## src/rtl/vga_pkg.sv

```systemverilog
// Shared VGA scan-out constants, pixel type and the control bundle that travels
// down the alignment pipeline alongside each pixel.
package vga_pkg;

   localparam int VGA_H_ACTIVE = 640;
   localparam int VGA_H_FP     = 16;
   localparam int VGA_H_SYNC   = 96;
   localparam int VGA_H_BP     = 48;
   localparam int VGA_H_TOTAL  = VGA_H_ACTIVE + VGA_H_FP + VGA_H_SYNC + VGA_H_BP;

   localparam int VGA_V_ACTIVE = 480;
   localparam int VGA_V_FP     = 10;
   localparam int VGA_V_SYNC   = 2;
   localparam int VGA_V_BP     = 33;
   localparam int VGA_V_TOTAL  = VGA_V_ACTIVE + VGA_V_FP + VGA_V_SYNC + VGA_V_BP;

   localparam int VGA_SCALE_SH = 1;
   localparam int VGA_ADDR_W   = 17;
   localparam int VGA_RAM_LAT  = 1;
   localparam int VGA_PIX_W    = 12;

   localparam int VGA_FB_W     = VGA_H_ACTIVE >> VGA_SCALE_SH;
   localparam int VGA_FB_H     = VGA_V_ACTIVE >> VGA_SCALE_SH;
   localparam int VGA_FB_LAST  = VGA_FB_W * VGA_FB_H - 1;

   typedef logic [VGA_PIX_W-1:0] rgb444_t;

   // act = visible pixel, hs/vs = active-low syncs, fs = frame origin (0,0)
   typedef struct packed {
      logic act;
      logic hs;
      logic vs;
      logic fs;
   } vga_ctl_t;

   localparam vga_ctl_t CTL_IDLE = '{act: 1'b0, hs: 1'b1, vs: 1'b1, fs: 1'b0};

endpackage

```

## src/rtl/vga_fb_scan_if.sv

```systemverilog
// Frame-buffer read port plus the pixel/sync stream handed to the RGB converter.
interface vga_fb_scan_if #(
   parameter int ADDR_W = vga_pkg::VGA_ADDR_W
);
   import vga_pkg::*;

   logic [ADDR_W-1:0] Addr;
   logic              Rd_en;
   rgb444_t           Din;
   rgb444_t           Dout;
   logic              Nblank;
   logic              Hsync;
   logic              Vsync;
   logic              Frame_start;

   modport master (
      output Addr, Rd_en, Dout, Nblank, Hsync, Vsync, Frame_start,
      input  Din
   );

   modport slave (
      input  Addr, Rd_en, Dout, Nblank, Hsync, Vsync, Frame_start,
      output Din
   );

endinterface

```

## src/rtl/vga_timing_gen.sv

```systemverilog
// Free-running horizontal/vertical counters and the stage-0 decode of
// visibility, sync and frame-origin flags for the scan-out pipeline.
module vga_timing_gen
   import vga_pkg::*;
#(
   parameter int H_ACTIVE = VGA_H_ACTIVE,
   parameter int H_FP     = VGA_H_FP,
   parameter int H_SYNC   = VGA_H_SYNC,
   parameter int H_BP     = VGA_H_BP,
   parameter int V_ACTIVE = VGA_V_ACTIVE,
   parameter int V_FP     = VGA_V_FP,
   parameter int V_SYNC   = VGA_V_SYNC,
   parameter int V_BP     = VGA_V_BP,
   parameter int SCALE_SH = VGA_SCALE_SH
)(
   input  logic     CLK,
   input  logic     Nreset,
   output vga_ctl_t o_ctl,
   output logic     o_h_wrap,
   output logic     o_line_step,
   output logic     o_v_wrap
);

   localparam int H_TOTAL = H_ACTIVE + H_FP + H_SYNC + H_BP;
   localparam int V_TOTAL = V_ACTIVE + V_FP + V_SYNC + V_BP;
   localparam int HCNT_W  = $clog2(H_TOTAL);
   localparam int VCNT_W  = $clog2(V_TOTAL);

   logic [HCNT_W-1:0] r_hcnt;
   logic [VCNT_W-1:0] r_vcnt;
   logic              w_h_last;
   logic              w_v_last;
   logic              w_act;
   logic              w_hs;
   logic              w_vs;
   logic              w_fs;

   assign w_h_last = (r_hcnt == HCNT_W'(H_TOTAL - 1));
   assign w_v_last = (r_vcnt == VCNT_W'(V_TOTAL - 1));

   always_ff @(posedge CLK) begin
      if (!Nreset) begin
         r_hcnt <= '0;
         r_vcnt <= '0;
      end else if (w_h_last) begin
         r_hcnt <= '0;
         r_vcnt <= w_v_last ? '0 : r_vcnt + VCNT_W'(1);
      end else begin
         r_hcnt <= r_hcnt + HCNT_W'(1);
      end
   end

   assign w_act = (r_hcnt < HCNT_W'(H_ACTIVE)) && (r_vcnt < VCNT_W'(V_ACTIVE));
   assign w_hs  = !((r_hcnt >= HCNT_W'(H_ACTIVE + H_FP)) &&
                    (r_hcnt <  HCNT_W'(H_ACTIVE + H_FP + H_SYNC)));
   assign w_vs  = !((r_vcnt >= VCNT_W'(V_ACTIVE + V_FP)) &&
                    (r_vcnt <  VCNT_W'(V_ACTIVE + V_FP + V_SYNC)));
   assign w_fs  = (r_hcnt == '0) && (r_vcnt == '0);

   assign o_ctl = '{act: w_act, hs: w_hs, vs: w_vs, fs: w_fs};

   // The last source line of each replicated group advances the buffer row.
   assign o_h_wrap    = w_h_last;
   assign o_v_wrap    = w_h_last && w_v_last;
   assign o_line_step = w_h_last && (&r_vcnt[SCALE_SH-1:0]) &&
                        (r_vcnt < VCNT_W'(V_ACTIVE));

endmodule

```

## src/rtl/vga_fb_scan.sv

```systemverilog
// VGA scan-out: frame-buffer address generation with pixel/line replication,
// and a two-stage pipeline aligning returned pixels with Nblank/Hsync/Vsync.
module vga_fb_scan
   import vga_pkg::*;
#(
   parameter int H_ACTIVE = VGA_H_ACTIVE,
   parameter int H_FP     = VGA_H_FP,
   parameter int H_SYNC   = VGA_H_SYNC,
   parameter int H_BP     = VGA_H_BP,
   parameter int V_ACTIVE = VGA_V_ACTIVE,
   parameter int V_FP     = VGA_V_FP,
   parameter int V_SYNC   = VGA_V_SYNC,
   parameter int V_BP     = VGA_V_BP,
   parameter int SCALE_SH = VGA_SCALE_SH,
   parameter int ADDR_W   = VGA_ADDR_W
)(
   input  logic          CLK,
   input  logic          Nreset,
   vga_fb_scan_if.master bus
);

   localparam int FB_W = H_ACTIVE >> SCALE_SH;

   vga_ctl_t            w_ctl;
   logic                w_h_wrap;
   logic                w_line_step;
   logic                w_v_wrap;

   logic [ADDR_W-1:0]   r_line_base;
   logic [ADDR_W-1:0]   r_col;
   logic [SCALE_SH-1:0] r_phase;
   logic [ADDR_W-1:0]   r_addr;
   logic                r_rd_en;
   vga_ctl_t            r_ctl_d1;
   vga_ctl_t            r_ctl_d2;
   rgb444_t             r_dout;

   vga_timing_gen #(
      .H_ACTIVE (H_ACTIVE),
      .H_FP     (H_FP),
      .H_SYNC   (H_SYNC),
      .H_BP     (H_BP),
      .V_ACTIVE (V_ACTIVE),
      .V_FP     (V_FP),
      .V_SYNC   (V_SYNC),
      .V_BP     (V_BP),
      .SCALE_SH (SCALE_SH)
   ) u_timing (
      .CLK         (CLK),
      .Nreset      (Nreset),
      .o_ctl       (w_ctl),
      .o_h_wrap    (w_h_wrap),
      .o_line_step (w_line_step),
      .o_v_wrap    (w_v_wrap)
   );

   // Row base and column are tracked incrementally so no multiplier is needed.
   always_ff @(posedge CLK) begin
      if (!Nreset) begin
         r_line_base <= '0;
         r_col       <= '0;
         r_phase     <= '0;
      end else begin
         if (w_h_wrap) begin
            r_col   <= '0;
            r_phase <= '0;
         end else if (w_ctl.act) begin
            r_phase <= r_phase + SCALE_SH'(1);
            if (&r_phase) begin
               r_col <= r_col + ADDR_W'(1);
            end
         end

         if (w_v_wrap) begin
            r_line_base <= '0;
         end else if (w_line_step) begin
            r_line_base <= r_line_base + ADDR_W'(FB_W);
         end
      end
   end

   // Stage 1 issues the read; stage 2 captures the RAM word one cycle later.
   always_ff @(posedge CLK) begin
      if (!Nreset) begin
         r_addr   <= '0;
         r_rd_en  <= 1'b0;
         r_ctl_d1 <= CTL_IDLE;
         r_ctl_d2 <= CTL_IDLE;
         r_dout   <= '0;
      end else begin
         if (w_ctl.act) begin
            r_addr <= r_line_base + r_col;
         end
         r_rd_en  <= w_ctl.act;
         r_ctl_d1 <= w_ctl;
         r_ctl_d2 <= r_ctl_d1;
         r_dout   <= r_ctl_d1.act ? bus.Din : '0;
      end
   end

   assign bus.Addr        = r_addr;
   assign bus.Rd_en       = r_rd_en;
   assign bus.Dout        = r_dout;
   assign bus.Nblank      = r_ctl_d2.act;
   assign bus.Hsync       = r_ctl_d2.hs;
   assign bus.Vsync       = r_ctl_d2.vs;
   assign bus.Frame_start = r_ctl_d2.fs;

endmodule

```

## src/flat_wrapper.sv

```systemverilog
// flat-port wrapper written by rule: the top's interface ports become plain ports
module vga_fb_scan_flat import vga_pkg::*;
#(
   parameter int H_ACTIVE = VGA_H_ACTIVE,
   parameter int H_FP     = VGA_H_FP,
   parameter int H_SYNC   = VGA_H_SYNC,
   parameter int H_BP     = VGA_H_BP,
   parameter int V_ACTIVE = VGA_V_ACTIVE,
   parameter int V_FP     = VGA_V_FP,
   parameter int V_SYNC   = VGA_V_SYNC,
   parameter int V_BP     = VGA_V_BP,
   parameter int SCALE_SH = VGA_SCALE_SH,
   parameter int ADDR_W   = VGA_ADDR_W
)
  (CLK, Nreset, bus_Addr, bus_Rd_en, bus_Dout, bus_Nblank, bus_Hsync, bus_Vsync, bus_Frame_start, bus_Din);
  vga_fb_scan_if #(.ADDR_W(ADDR_W)) bus_i ();
  input  logic CLK;
  input  logic Nreset;
  output wire logic [$bits(bus_i.Addr)-1:0] bus_Addr;
  output wire logic [$bits(bus_i.Rd_en)-1:0] bus_Rd_en;
  output wire logic [$bits(bus_i.Dout)-1:0] bus_Dout;
  output wire logic [$bits(bus_i.Nblank)-1:0] bus_Nblank;
  output wire logic [$bits(bus_i.Hsync)-1:0] bus_Hsync;
  output wire logic [$bits(bus_i.Vsync)-1:0] bus_Vsync;
  output wire logic [$bits(bus_i.Frame_start)-1:0] bus_Frame_start;
  input wire logic [$bits(bus_i.Din)-1:0] bus_Din;
  assign bus_Addr = bus_i.Addr;
  assign bus_Rd_en = bus_i.Rd_en;
  assign bus_Dout = bus_i.Dout;
  assign bus_Nblank = bus_i.Nblank;
  assign bus_Hsync = bus_i.Hsync;
  assign bus_Vsync = bus_i.Vsync;
  assign bus_Frame_start = bus_i.Frame_start;
  assign bus_i.Din = bus_Din;
  vga_fb_scan #(.H_ACTIVE(H_ACTIVE), .H_FP(H_FP), .H_SYNC(H_SYNC), .H_BP(H_BP), .V_ACTIVE(V_ACTIVE), .V_FP(V_FP), .V_SYNC(V_SYNC), .V_BP(V_BP), .SCALE_SH(SCALE_SH), .ADDR_W(ADDR_W)) u_core (.CLK(CLK), .Nreset(Nreset), .bus(bus_i));
endmodule
```

## config.mk

```make
export PLATFORM = sky130hd
export DESIGN_NAME = vga_fb_scan_flat
export DESIGN_NICKNAME = d
export VERILOG_FILES = /design/src/rtl/vga_pkg.sv /design/src/rtl/vga_fb_scan_if.sv /design/src/rtl/vga_timing_gen.sv /design/src/rtl/vga_fb_scan.sv /design/src/flat_wrapper.sv
export SDC_FILE = /design/constraint.sdc
export NUM_CORES = 1
export LEC_CHECK = 0
export ABC_AREA = 1
export BUFFER_PORTS_ARGS = -buffer_cell sky130_fd_sc_hd__buf_2
export CORE_UTILIZATION = 41
export CTS_CLUSTER_DIAMETER = 150
export DETAILED_ROUTE_END_ITERATION = 12
export PLACE_DENSITY = 0.56
export SYNTH_ARGS = -nofsm -noshare
export SYNTH_HDL_FRONTEND = slang
export SYNTH_HIERARCHICAL = 1
export SYNTH_SLANG_ARGS = --single-unit
export TNS_END_PERCENT = 50
```

## constraint.sdc

```tcl
create_clock -name CLK -period 4 [get_ports CLK]
set_clock_uncertainty 0.2 [all_clocks]
set_input_delay 0.8 -clock CLK [delete_from_list [all_inputs] [get_ports CLK]]
set_output_delay 0.8 -clock CLK [all_outputs]
set_load 0.02 [all_outputs]
```

Word level (Yosys, flattened, before mapping):

Cells that the tools add are included.

* reduce and logical (&&, ||, !) cells: 15
* equal/unequal tests: 2
* $lt $le $gt $ge: 6
* multiplexer cells: 1
* add/subtract/negate cells: 6
* bitwise gates (word level): 1

Operators with widths (count)
* adder 10 x 1 -> 10 bit (second input constant): 2
* equality test 10 bit (second input constant): 2
* logical NOT 10 bit: 2
* less-than comparator 10 bit (second input constant): 2
* less-than comparator 10 x 9 -> 1 bit (second input constant): 2
* adder 17 x 1 -> 17 bit (second input constant): 1
* adder 17 bit: 1
* adder 17 x 9 -> 17 bit (second input constant): 1
* greater-or-equal comparator 10 bit (second input constant): 1
* greater-or-equal comparator 10 x 9 -> 1 bit (second input constant): 1
* 2-to-1 mux 10 bit: 1
* logical AND 1 bit: 7
* AND reduction 2 bit: 2
* OR reduction 2 bit: 2
* logical NOT 1 bit: 2
* adder 1 bit (second input constant): 1
* NOT 1 bit: 1

* input bits: 14
* register bits after elaboration: 92
* output and inout port bits: 34
* word-level logic and storage cells: 46

Logic depth before layout (Yosys ltp):

* depth in word-level cells: 3
* mapped depth: 12
* mapped depth without buffers: 12

Modules after synthesis:

Netlist, hierarchy kept.

By module, submodules not included
* vga_fb_scan: times used 1, cells each 427, seq. area each 1321.3 µm², area each 3066.7 µm²
* vga_timing_gen: times used 1, cells each 190, seq. area each 400.4 µm², area each 1229.9 µm²

Least setup slack after synthesis:

No wires, ideal clock.

* kind: register -> register
* start point: reg u_core.u_timing.r_hcnt[0]
* end point: reg u_core.r_line_base[16]
* library setup time: 0.113 ns
* arrival time: 1.935 ns
* setup slack: 1.752 ns
* buffers on the path: 0
* clock period less this slack: 2.248 ns
* stages on the path, launching flop included: 13
* data required time: 3.687 ns
* cells stage by stage: dfxtp_1 -> ha_1 -> nand2_2 -> nor2_4 -> nand4_1 -> nor3_1 -> inv_2 -> nor3_2 -> nand4_1 -> nor2_1 -> nand2_1 -> nand2_1 -> nor2_1

* longest elaborated chain between the ends: 3
* elaborated cells on any way between the ends: 5
* classes of those cells: eq/ne (1); reduce/logical (4)

Ends and longest elaborated chain
* from (decl): RTL line vga_timing_gen.sv:29 `logic [HCNT_W-1:0] r_hcnt;`
* from (signal assigned): RTL line vga_timing_gen.sv:49 `r_hcnt <= r_hcnt + HCNT_W'(1);`
* equality test 10 bit: RTL line vga_timing_gen.sv:38 `assign w_h_last = (r_hcnt == HCNT_W'(H_TOTAL - 1));`
* logical AND 1 bit (2 in series): RTL line vga_timing_gen.sv:65 `assign o_line_step = w_h_last && (&r_vcnt[SCALE_SH-1:0]) &&`
* via u_core.w_line_step: RTL line vga_fb_scan.sv:26 `logic w_line_step;`
* to (signal assigned): RTL line vga_fb_scan.sv:77 `r_line_base <= r_line_base + ADDR_W'(FB_W);`
* to (decl): RTL line vga_fb_scan.sv:29 `logic [ADDR_W-1:0] r_line_base;`

The timed path passes the listed nets, and every way through them passes these cells.
A chain may end at the register's enable or synchronous reset.

Worst setup path after layout:

Same ends and word-level chain as after synthesis.

==> results.sh <==
export IMPL_status="complete, no violations"
export IMPL_seq_area_frac_synth=0.401
export IMPL_die_area_sq_um=10900
export IMPL_diodes=0
export IMPL_hp_class="reg2reg"
export IMPL_fin_util=0.471
export IMPL_setup_viol=0
export IMPL_required_ns=4.06
export IMPL_leakagePower_nw=2.32
export IMPL_cts_sinks=86
export IMPL_ios=48
export IMPL_io_buffers=47
export IMPL_drc=0
export IMPL_cts_buffers=9
export IMPL_power_frac_comb=0.047
export IMPL_vdd_drop_max_v=0.000178
export IMPL_antenna_found_initial=0
export IMPL_path_class="reg2reg"
export IMPL_ant_nets=0
export IMPL_cts_root_buf="clkbuf_8"
export IMPL_rrSetupSlack_ns=1.33
export IMPL_dp_slack_ns=1.36
export IMPL_gp_congestion=0.876
export IMPL_p_seq_frac=0.571
export IMPL_routedWlPerCell_microns=11.7
export IMPL_p_total_w=0.00154
export IMPL_clkTransAtPathRegs_ns=0.09
export IMPL_synth_edf_count=0
export IMPL_p_int_w=0.00113
export IMPL_syn_area_per_cell_sq_um=6.96
export IMPL_ys_types=40
export IMPL_first_global_vias=3578
export IMPL_fin_crit_sh=0.668
export IMPL_clockBufferDepth=2
export IMPL_swShare=0.262
export IMPL_dr_pass1_iters=5
export IMPL_clock_latency_ns=0.37
export IMPL_die_y_microns=104
export IMPL_fin_ws_ns=1.33
export IMPL_placementRows=37
export IMPL_area_growth_pct=12.1
export IMPL_rsz0062_at_grt="false"
export IMPL_end_kind="flop"
export IMPL_hpwl_mm=7.18
export IMPL_grt_first_pass_wirelength_mm=16.5
export IMPL_drive_above_1_share=0.141
export IMPL_hold_ws_ns=0.226
export IMPL_htreeDepth=3
export IMPL_track_usage=0.187
export IMPL_grt_start_max_net_pins=26
export IMPL_ys_ff_latch=86
export IMPL_maxSlewViolCount=0
export IMPL_async_flop_share=0
export IMPL_hold_buffers=0
export IMPL_syn_nets=649
export IMPL_post_route_min_period_ns=2.67
export IMPL_cts_repair_resized=0
export IMPL_maxCapViolCount=0
export IMPL_worst_path_max_fanout=5
export IMPL_power_density_nw_per_um2=319
export IMPL_start_util=0.420
export IMPL_overflow=0
export IMPL_yosysWarnings=6
export IMPL_finalHoldViolations=0
export IMPL_switching_power_w=0.000403
export IMPL_synth_area_sq_um=4300
export IMPL_cts_tree="done"
export IMPL_arrival_ns=2.73
export IMPL_fp_dieW_microns=104
export IMPL_tns_ns=0
export IMPL_final_nets=694
export IMPL_drtIter0Drc=159
export IMPL_via_count=3809
export IMPL_startpoint_type="flop"
export IMPL_ys_flop_type="dfxtp_1"
export IMPL_worst_pin_slew_ns=0.661
export IMPL_wirelength_mm=9.39
export IMPL_synth_cells=617
export IMPL_coreArea_sq_um=10200
export IMPL_mostFrequentLayoutCells="124 x nand2_1, 96 x nor2_1, 94 x inv_1"
export IMPL_clkPwrFrac=0.382
export IMPL_layout_commonest_cell="nand2_1"
export IMPL_slew_headroom=0.556
export IMPL_cts_setup_buffers=0
export IMPL_fmaxAchievable_mhz=374
export IMPL_vias_per_cell=4.74
state kept, by name, summed over array words and instances (netlist names):
| register | count |
|---|---|
| u_core/u_timing/r_hcnt | 10 |
| u_core/r_ctl_d1 | 4 |
| u_core/bus.Addr | 17 |
| u_core/r_col | 17 |
| u_core/bus.Frame_start | 1 |
| u_core/bus.Hsync | 1 |
| u_core/r_phase | 1 |
| u_core/u_timing/r_vcnt | 10 |
| u_core/bus.Dout | 12 |
| u_core/r_line_base | 11 |
| u_core/bus.Vsync | 1 |
| u_core/bus.Nblank | 1 |
synth_stat cells, types with 2 or more instances:
master	instances	area share
a21o_1	2	0.0035
a21oi_1	35	0.041
buf_2	3	0.0035
buf_4	5	0.0087
clkbuf_1	5	0.0044
clkinv_1	2	0.0017
dfxtp_1	86	0.40
ha_1	17	0.050
inv_1	94	0.082
inv_2	5	0.0044
nand2_1	124	0.11
nand2_2	4	0.0058
nand3_1	45	0.052
nand3b_1	2	0.0035
nand4_1	11	0.016
nand4_2	2	0.0058
nor2_1	96	0.084
nor2_2	5	0.0073
nor2_4	2	0.0052
nor3_1	7	0.0082
nor3_2	3	0.0070
nor3_4	2	0.0076
nor3b_1	2	0.0035
o21a_1	2	0.0035
o21ai_0	26	0.030
o21ai_1	6	0.0070
or2_2	4	0.0058
xnor2_1	2	0.0041
xor2_1	7	0.014
path summary, 6_finish.rpt:
path,from,endpoint,cells after the start
max,u_core/u_timing/r_hcnt[0],u_core/r_line_base[16],12
min,u_core/r_ctl_d1[0],u_core/bus.Frame_start,2
max reg2reg,u_core/u_timing/r_hcnt[0],u_core/r_line_base[16],12
min reg2reg,u_core/r_ctl_d1[0],u_core/bus.Frame_start,2
routing by layer:
layer / wire length [microns] / up-vias / part of all wire / global-route usage
met3: 268 / 10 / 0.029 / 0.0338
met2: 4400 / 49 / 0.47 / 0.310
li1: - / 2031 / - / -
met4: 139 / 0 / 0.015 / 0.0633
met1: 4580 / 1719 / 0.49 / 0.243
met5: 0 / - / 0 / 0
worst max-delay path: stages, from the launching register on:
cell     delay (ns)
dfxtp_1        0.40
ha_1           0.20
nand2_2        0.09
nor2_4         0.15
nand4_1        0.11
nor3_1         0.53
inv_2          0.13
nor3_2         0.31
nand4_1        0.15
nor2_1         0.14
nand2_1        0.06
nand2_1        0.05
nor2_1         0.04
cell type report:
type	count	area, sq um
clock buffer	9	124
clock inverter	7	62.6
fill	1090	5410
inverter	102	384
multi-input combinational	415	2110
sequential	86	1720
tap	136	170
timing repair buffer	48	243
power by group through the flow:
| stage | registers, W | clock network, W | logic [W] |
|---|---|---|---|
| after floorplan | 0.000906 | 0 | 0.0000423 |
| after global placement | 0.000896 | 0 | 0.0000728 |
| after detailed placement | 0.000897 | 0 | 0.0000736 |
| after CTS | 0.000877 | 0.000612 | 0.0000739 |
| after global routing | 0.000878 | 0.000652 | 0.0000835 |
| final | 0.000876 | 0.000587 | 0.0000722 |
cells by family after synthesis:
family,after synthesis,synth area share
compound gates,75,0.0920
flops,86,0.401
xor+xnor,9,0.0183
fa+ha+maj,18,0.0542
simple gates,313,0.326
buf+inv,116,0.109
per-stage QoR:
step | cells | instance area [sq um]
6_report | 803 | 4820
5_1_grt | 803 | 4820
4_1_cts | 803 | 4820
3_5_place_dp | 787 | 4630
3_3_place_gp | 787 | 4630
2_1_floorplan | 617 | 4300
No activity file was read; power rests on OpenSTA's default activity.
